### src/rtl/instruction_fetch_pkg.sv
// Shared definitions for the instruction fetch stage: FSM encoding,
// PC increment and the instruction word that stops fetch.
package instruction_fetch_pkg;

  typedef enum logic {
    FETCH  = 1'b0,
    HALTED = 1'b1
  } fetch_state_e;

  localparam logic [63:0] PC_STEP   = 64'd4;
  localparam logic [31:0] HALT_WORD = 32'h0;

  function automatic logic [63:0] align_word(input logic [63:0] addr);
    return {addr[63:2], 2'b00};
  endfunction

  function automatic logic is_misaligned(input logic [63:0] addr);
    return |addr[1:0];
  endfunction

endpackage

### src/rtl/instruction_fetch_pc_register.sv
// Program counter register: synchronous reset to RESET_VAL, otherwise
// loads load_val when load_en is set and holds when it is clear.
module pc_register #(
  parameter int unsigned       WIDTH     = 64,
  parameter logic [WIDTH-1:0]  RESET_VAL = '0
) (
  input  logic             clk,
  input  logic             rst,
  input  logic             load_en,
  input  logic [WIDTH-1:0] load_val,
  output logic [WIDTH-1:0] value
);

  logic [WIDTH-1:0] value_q;
  logic [WIDTH-1:0] value_d;

  always_comb begin
    value_d = value_q;
    if (load_en) begin
      value_d = load_val;
    end
  end

  always_ff @(posedge clk) begin
    if (rst) begin
      value_q <= RESET_VAL;
    end else begin
      value_q <= value_d;
    end
  end

  assign value = value_q;

endmodule

### src/rtl/instruction_fetch.sv
// Single-entry instruction fetch stage: reads imem at the PC, holds the word
// in an IF/ID register, handles redirects, stalls and halting on a zero word.
module instruction_fetch
  import instruction_fetch_pkg::*;
#(
  parameter logic [63:0] RESET_PC = 64'd0
) (
  input  logic        clk,
  input  logic        rst,
  output logic [63:0] imem_addr,
  input  logic [31:0] imem_data,
  input  logic        redirect_valid,
  input  logic [63:0] redirect_target,
  input  logic        id_ready,
  output logic        if_valid,
  output logic [31:0] if_instr,
  output logic [63:0] if_pc,
  output logic        halted,
  output logic        misalign_err
);

  // IF/ID handshake: the held word transfers to decode on any cycle where
  // if_valid && id_ready; if_valid && !id_ready is a stall and every IF/ID
  // field holds. A redirect beats both and flushes the held word.

  fetch_state_e state_q, state_d;
  logic         if_valid_q, if_valid_d;
  logic [31:0]  if_instr_q, if_instr_d;
  logic [63:0]  if_pc_q, if_pc_d;
  logic         misalign_err_q, misalign_err_d;

  logic [63:0]  pc;
  logic [63:0]  pc_load_val;
  logic         pc_load_en;
  logic         load_slot;

  pc_register #(
    .WIDTH     (64),
    .RESET_VAL (RESET_PC)
  ) u_pc_register (
    .clk      (clk),
    .rst      (rst),
    .load_en  (pc_load_en),
    .load_val (pc_load_val),
    .value    (pc)
  );

  assign load_slot = (state_q == FETCH) && (!if_valid_q || id_ready);

  always_comb begin
    state_d        = state_q;
    if_valid_d     = if_valid_q;
    if_instr_d     = if_instr_q;
    if_pc_d        = if_pc_q;
    misalign_err_d = 1'b0;
    pc_load_en     = 1'b0;
    pc_load_val    = pc;

    if (redirect_valid) begin
      pc_load_en     = 1'b1;
      pc_load_val    = align_word(redirect_target);
      if_valid_d     = 1'b0;
      state_d        = FETCH;
      misalign_err_d = is_misaligned(redirect_target);
    end else if (load_slot) begin
      if (imem_data == HALT_WORD) begin
        // PC stays on the halt word so a later redirect is the only way out.
        if_valid_d = 1'b0;
        state_d    = HALTED;
      end else begin
        if_instr_d  = imem_data;
        if_pc_d     = pc;
        if_valid_d  = 1'b1;
        pc_load_en  = 1'b1;
        pc_load_val = pc + PC_STEP;
      end
    end
  end

  always_ff @(posedge clk) begin
    if (rst) begin
      state_q        <= FETCH;
      if_valid_q     <= 1'b0;
      if_instr_q     <= '0;
      if_pc_q        <= '0;
      misalign_err_q <= 1'b0;
    end else begin
      state_q        <= state_d;
      if_valid_q     <= if_valid_d;
      if_instr_q     <= if_instr_d;
      if_pc_q        <= if_pc_d;
      misalign_err_q <= misalign_err_d;
    end
  end

  assign imem_addr    = {2'b00, pc[63:2]};
  assign if_valid     = if_valid_q;
  assign if_instr     = if_instr_q;
  assign if_pc        = if_pc_q;
  assign halted       = (state_q == HALTED);
  assign misalign_err = misalign_err_q;

endmodule

### config.mk
export PLATFORM = sky130hd
export DESIGN_NAME = instruction_fetch
export DESIGN_NICKNAME = d
export VERILOG_FILES = /design/src/rtl/instruction_fetch_pkg.sv /design/src/rtl/instruction_fetch_pc_register.sv /design/src/rtl/instruction_fetch.sv
export SDC_FILE = /design/constraint.sdc
export NUM_CORES = 1
export LEC_CHECK = 0
export CAP_MARGIN = 10
export CORE_ASPECT_RATIO = 0.75
export CORE_MARGIN = 4
export CORE_UTILIZATION = 40
export CTS_CLUSTER_SIZE = 28
export DETAILED_ROUTE_END_ITERATION = 8
export PLACE_DENSITY = 0.72
export REMOVE_ABC_BUFFERS = 1
export SETUP_SLACK_MARGIN = 0.05
export SLEW_MARGIN = 40
export SYNTH_ARGS = -nofsm -noshare
export SYNTH_HDL_FRONTEND = slang
export SYNTH_SLANG_ARGS = --single-unit
### constraint.sdc
create_clock -name clk -period 3.5 [get_ports clk]
set_input_delay 0.525 -clock clk [delete_from_list [all_inputs] [get_ports clk]]
set_output_delay 0.525 -clock clk [all_outputs]
set_load 0.02 [all_outputs]
==> flow_metrics.env, run 1 <==
export IMPL_crit_path_start="u_pc_register.value[2]"
export IMPL_pwr_density_cell_nw_per_um2=434
export IMPL_layout_min_cycle_time_ns=2.76
export IMPL_drt_total_wl_um=27600
export IMPL_ys_types=65
export IMPL_p_int_mw=3.44
export IMPL_cts_sinks=159
export IMPL_leakage_nw=3.71
export IMPL_cts_max_level=4
export IMPL_io_pins=263
export IMPL_grt_pass1_wl_um=43300
export IMPL_core_area_um2=18700
export IMPL_antennaDiodeCount=0
export IMPL_post_route_util=0.593
export IMPL_grt_start_max_net_pins=83
export IMPL_cap_viol_max_count=0
export IMPL_synthTopCellsByArea="dfxtp_1, nand2_1, a21oi_1"
export IMPL_cts_tree="done"
export IMPL_n_fill_cell=1742
export IMPL_multi_input_comb_area_um2=4080
export IMPL_rr_endpoint="u_pc_register.value[26]"
export IMPL_clk_latency_ns=0.44
export IMPL_regToRegSetupSlack_ns=0.74
export IMPL_ys_async_sr_fraction=0
export IMPL_post_cts_resized=0
export IMPL_drc_errors=0
export IMPL_final_period_utilization=0.790
export IMPL_initial_core_util=0.411
export IMPL_worstPathMaxFanout=10
export IMPL_finalClockSkew_ns=0.0103
export IMPL_yosysTopAreaCell="dfxtp_1"
export IMPL_vias=8519
export IMPL_row_count=43
export IMPL_drive_gt1_frac=0.0663
export IMPL_slew_violations=0
export IMPL_clkPwrFrac=0.413
export IMPL_r2r_start="u_pc_register.value[2]"
export IMPL_setup_viol=0
export IMPL_synth_top_area_share=0.414
export IMPL_crit_buf_inv=2
export IMPL_cts_buffers=17
export IMPL_postSynthCellCount=981
export IMPL_grt_overflow_total=0
export IMPL_cts_buffer_depth=2
export IMPL_synth_seq_area_share=0.414
export IMPL_grt_pass1_vias=7799
export IMPL_syn_cell_area_um2=7680
export IMPL_gr_usage_all_layers=0.249
export IMPL_timing_fmax_mhz=362
export IMPL_cp_required_ns=3.84
export IMPL_postCtsSetupBuffers=0
export IMPL_critPathTopFamily="simple AND/OR/NAND/NOR gates"
export IMPL_status="finished clean"
export IMPL_hold_ws_ns=0.453
export IMPL_hold_path_depth=2
export IMPL_synth_flop_cell="dfxtp_1"
export IMPL_synth_edf_count=0
export IMPL_cp_start_kind="register"
export IMPL_hold_viol=0
export IMPL_r2r_cells=7
export IMPL_crit_path_max_incr_delay_ns=0.46
export IMPL_hold_path_startpoint="if_pc[18]"
export IMPL_via_per_inst=5.80
export IMPL_synthTopCellsByCount="nand2_1, dfxtp_1, a21oi_1"
export IMPL_die_area_um2=21500
export IMPL_clock_root_buffer="clkbuf_16"
export IMPL_dp_hpwl_um=19600
export IMPL_crit_chain="ha_1, inv_1, nor2_1, nand4_1, buf_4, or4_1, a311oi_1"
export IMPL_drtIter0Drc=874
export IMPL_relSlewSlack=0.496
export IMPL_port_buffers=258
export IMPL_firstDrtPassIters=5
export IMPL_drt_antenna_violating_nets=0
export IMPL_register_area_um2=3180
export IMPL_cp_arrival_ns=3.10
export IMPL_syn_avg_cell_area_um2=7.83
export IMPL_hold_end="if_pc[18]"
export IMPL_syn2layout_area_growth_pct=44.1
export IMPL_yosysMostFrequentCell="nand2_1"
export IMPL_power_switching_mw=1.37
export IMPL_rsz0062_at_grt="no"
export IMPL_synth_seq_cells=159
export IMPL_ctsHoldBuffers=0
export IMPL_cp_slowest_cell="dfxtp_1"
export IMPL_die_x_um=168
export IMPL_wl_per_cell_um=18.8
export IMPL_die_y_um=128
export IMPL_fin_area_um2=11100
export IMPL_combPwrFrac=0.162
export IMPL_place_area_um2=10400
export IMPL_yosysWarningCount=0
export IMPL_tightest_slew_ns=0.757
export IMPL_vdd_drop_max_mv=0.257
export IMPL_clk_pin_slew_ns=0.07
export IMPL_worst_setup_path_type="register to register"
export IMPL_switching_share=0.284
export IMPL_antenna_found_initial=0
export IMPL_crit_path_end_kind="register"
export IMPL_p_seq_frac=0.426
export IMPL_hold_class="register to register"
export IMPL_gp_congestion=0.879
export IMPL_layout_nets=1309
==> worst max-delay path by stage <==
stage / to / cells after the start
floorplan: if_instr[0] / 5
global placement: u_pc_register.value[11] / 7
detailed placement: u_pc_register.value[11] / 7
CTS: u_pc_register.value[26] / 7
global route: u_pc_register.value[26] / 7
finish: u_pc_register.value[26] / 7
==> stage by stage <==
step / total power [mW] / TNS [ns] / std cells / worst slack [ns]
2_1_floorplan: 2.39 / -266.69 / 904 / -2.82
5_1_grt: 4.98 / 0 / 1468 / 0.519
3_3_place_gp: 2.85 / 0 / 1435 / 0.521
3_5_place_dp: 2.86 / 0 / 1435 / 0.497
4_1_cts: 4.83 / 0 / 1467 / 0.774
6_report: 4.81 / 0 / 1468 / 0.735
==> area by class of cell <==
cell class,instances,area share
clock buffers,18,0.0397
clock inverters,14,0.0163
inverters,16,0.00543
multi-input cells,729,0.368
flip-flops and latches,159,0.288
well taps,247,0.0279
repair buffers,285,0.254
==> power by group through the flow <==
| stage | sequential [mW] | combinational (mW) | clock (mW) |
|---|---|---|---|
| 2_1_floorplan | 2.17 | 0.215 | 0 |
| 6_report | 2.05 | 0.777 | 1.98 |
| 3_3_place_gp | 2.08 | 0.767 | 0 |
| 4_1_cts | 2.04 | 0.778 | 2.01 |
| 3_5_place_dp | 2.08 | 0.774 | 0 |
| 5_1_grt | 2.06 | 0.834 | 2.08 |
==> logic make-up after synthesis <==
family | synth area share
other | 0.000488
buffers and inverters | 0.0593
xor gates and xnor gates | 0.00798
adders and majority gates | 0.00163
AOI/OAI and AO/OA | 0.200
and+or+nand+nor | 0.316
DFF | 0.414
==> cells in the final DEF (no fill, tap or decap), drive strengths merged, types with 6 or more instances in the layout <==
| cell type | n |
|---|---|
| a2111oi | 18 |
| a211oi | 14 |
| a21oi | 101 |
| a311oi | 31 |
| and3 | 16 |
| and4 | 17 |
| buf | 29 |
| clkbuf | 18 |
| clkdlybuf4s50 | 256 |
| dfxtp | 159 |
| inv | 21 |
| nand2 | 231 |
| nand3 | 31 |
| nand4 | 38 |
| nor2 | 62 |
| nor3 | 14 |
| nor4 | 25 |
| o21ai | 12 |
| o31ai | 24 |
| or4 | 28 |
| xnor2 | 6 |
==> tightest hold or removal path, delay by kind of cell, from the launching register on <==
kind	cells	cell delay, ns
simple gates	1	0.05
flops	1	0.31
compound gates	1	0.05
==> flip-flops by register name, indices dropped and copies added (netlist names) <==
signal               count
misalign_err             1
if_pc                   62
u_pc_register.value     62
if_instr                32
halted                   1
if_valid                 1
==> per-layer routing <==
layer	vias to the layer above	track usage	routed length, um
met5	-	0	0
met4	0	0.0592	344
met3	30	0.0814	2780
met2	378	0.376	12000
met1	4039	0.346	12500
li1	4072	-	-
Power figures use the tool's default switching activity.
==> run 2: changes to the inputs <==
Clock period 3.5 ns to 2.71 ns, I/O delays scaled along.
==> run 2 against run 1 <==
Against the previous run:
- worst setup slack lost 0.53 ns
- critical path type unchanged
- flip-flop and latch count is the same
- sequential power grew 27%
- core utilization grew 2.1 points
- combinational power grew 44%
- clock skew shrank 0.0010 ns
==> flow_metrics.env, run 2 (synthesis gave the netlist of run 1 again) <==
export IMPL_final_cell_mix="clkdlybuf4s50_1, nand2_1, dfxtp_1"
export IMPL_via_per_inst=5.69
export IMPL_relSlewSlack=0.596
export IMPL_stdcell_count=1513
export IMPL_die_area_um2=21500
export IMPL_status="finished clean"
export IMPL_clk_latency_ns=0.43
export IMPL_core_area_um2=18700
export IMPL_vias=8603
export IMPL_cp_slowest_cell="or4_4"
export IMPL_die_x_um=168
export IMPL_hold_path_startpoint="if_instr[12]"
export IMPL_worst_path_most_repeated_cell="or4_4"
export IMPL_cp_required_ns=3.05
export IMPL_slew_violations=0
export IMPL_row_count=43
export IMPL_initial_core_util=0.411
export IMPL_hold_end="if_instr[12]"
export IMPL_rsz0062_at_grt="no"
export IMPL_cts_buffer_depth=2
export IMPL_dp_cells=1478
export IMPL_firstDrtPassIters=5
export IMPL_drt_total_wl_um=28000
export IMPL_rr_endpoint="u_pc_register.value[39]"
export IMPL_timing_fmax_mhz=399
export IMPL_clk_pin_slew_ns=0.07
export IMPL_leakage_nw=3.96
export IMPL_finalClockSkew_ns=0.00931
export IMPL_dp_hpwl_um=20500
export IMPL_final_period_utilization=0.925
export IMPL_p_total_mw=6.01
export IMPL_hold_class="register to register"
export IMPL_crit_path_max_incr_delay_ns=0.57
export IMPL_n_fill_cell=1649
export IMPL_hold_path_depth=2
export IMPL_cts_max_level=4
export IMPL_cts_buffers=17
export IMPL_cts_sinks=159
export IMPL_antenna_found_initial=0
export IMPL_r2r_cells=5
export IMPL_io_pins=263
export IMPL_grt_start_max_net_pins=102
export IMPL_gp_congestion=0.893
export IMPL_drc_errors=0
export IMPL_pwr_density_cell_nw_per_um2=525
export IMPL_cap_viol_max_count=0
export IMPL_tightest_slew_ns=0.607
export IMPL_ctsHoldBuffers=0
export IMPL_drive_gt1_frac=0.0957
export IMPL_r2r_start="u_pc_register.value[31]"
export IMPL_crit_path_end_kind="register"
export IMPL_hold_viol=0
export IMPL_crit_buf_inv=0
export IMPL_worstPathMaxFanout=7
export IMPL_final_common_cell="clkdlybuf4s50_1"
export IMPL_wl_per_cell_um=18.5
export IMPL_grt_overflow_total=0
export IMPL_gr_usage_all_layers=0.252
export IMPL_syn2layout_area_growth_pct=49.1
export IMPL_grt_pass1_vias=8302
export IMPL_regToRegSetupSlack_ns=0.20
export IMPL_vdd_drop_max_mv=0.370
export IMPL_cp_start_kind="register"
export IMPL_setup_viol=0
export IMPL_die_y_um=128
export IMPL_layout_min_cycle_time_ns=2.51
export IMPL_port_buffers=258
export IMPL_drt_antenna_violating_nets=0
export IMPL_cp_arrival_ns=2.84
export IMPL_grt_pass1_wl_um=44300
export IMPL_clock_root_buffer="clkbuf_16"
export IMPL_crit_chain="nand4_1, or4_4, or4_4, or4_1, a311oi_1"
export IMPL_cts_tree="done"
export IMPL_worst_setup_path_type="register to register"
export IMPL_drtIter0Drc=730
export IMPL_critPathTopFamily="simple AND/OR/NAND/NOR gates"
export IMPL_layout_nets=1353
-- run 2: final cells by class --
type / instances / area [um2] / share of cell area
sequential: 159 / 3180 / 0.278
clock inverter: 9 / 85.1 / 0.00743
clock buffer: 23 / 468 / 0.0409
timing repair buffer: 329 / 3260 / 0.285
inverter: 16 / 60.1 / 0.00524
tap: 247 / 309 / 0.0270
multi-input combinational: 729 / 4090 / 0.357
antenna: 1 / 2.50 / 0.000219
-- run 2: repair_timing --
| action | in CTS | in global routing |
|---|---|---|
| buffers inserted | 0 | 2 |
| endpoints found under the hold margin | 0 | 0 |
| setup endpoints to repair | 0 | 5 |
| gates resized for setup | 0 | 1 |
-- run 2: worst max path at each step --
| stage | cells after the start | startpoint | slack [ns] | endpoint |
|---|---|---|---|---|
| after CTS | 6 | u_pc_register.value[3] | 0.13 | u_pc_register.value[52] |
| after detailed placement | 8 | imem_data[18] | -0.05 | u_pc_register.value[8] |
| after floorplan | 5 | imem_data[4] | -3.49 | if_instr[0] |
| after global placement | 8 | imem_data[18] | 0.03 | u_pc_register.value[4] |
| final | 5 | u_pc_register.value[31] | 0.20 | u_pc_register.value[39] |
| after global routing | 7 | u_pc_register.value[3] | 0.10 | u_pc_register.value[32] |
-- run 2: routing by layer --
layer | GRT usage | share of wire | up-vias
met5 | 0 | 0 | -
met4 | 0.0596 | 0.013 | 0
met3 | 0.0814 | 0.098 | 33
met2 | 0.385 | 0.44 | 365
met1 | 0.347 | 0.45 | 4064
li1 | - | - | 4141
-- run 2: power by group --
group | leakage, nW | total (mW) | internal (mW) | switching [mW]
Combinational | 2.38 | 1.12 | 0.537 | 0.583
Sequential | 1.31 | 2.60 | 2.47 | 0.129
Clock | 0.264 | 2.29 | 1.31 | 0.979
Total | 3.96 | 6.01 | 4.32 | 1.69
-- run 2: stage by stage --
step | area (um2) | setup slack (ns) | setup TNS, ns | util | hold WS (ns)
6_report | 11500 | 0.204 | 0 | 0.613 | 0.451
2_1_floorplan | 7300 | -3.49 | -342.04 | - | 0.476
3_3_place_gp | 10900 | 0.0311 | 0 | 0.582 | 0.441
3_5_place_dp | 10900 | -0.0498 | -0.106 | 0.582 | 0.446
5_1_grt | 11400 | 0.103 | 0 | 0.613 | 0.472
4_1_cts | 11400 | 0.131 | 0 | 0.611 | 0.454
-- run 2: tightest hold or removal path: stages (launching register included) --
cell     delay [ns]
dfxtp_1        0.31
nand2_1        0.05
a21oi_1        0.05
==> run 3: changes to the inputs <==
Settings changed: CTS_CLUSTER_SIZE 28 to 24.
==> results of run 3 <==
No change in the layout: final DEF, timing and power equal those of run 2.
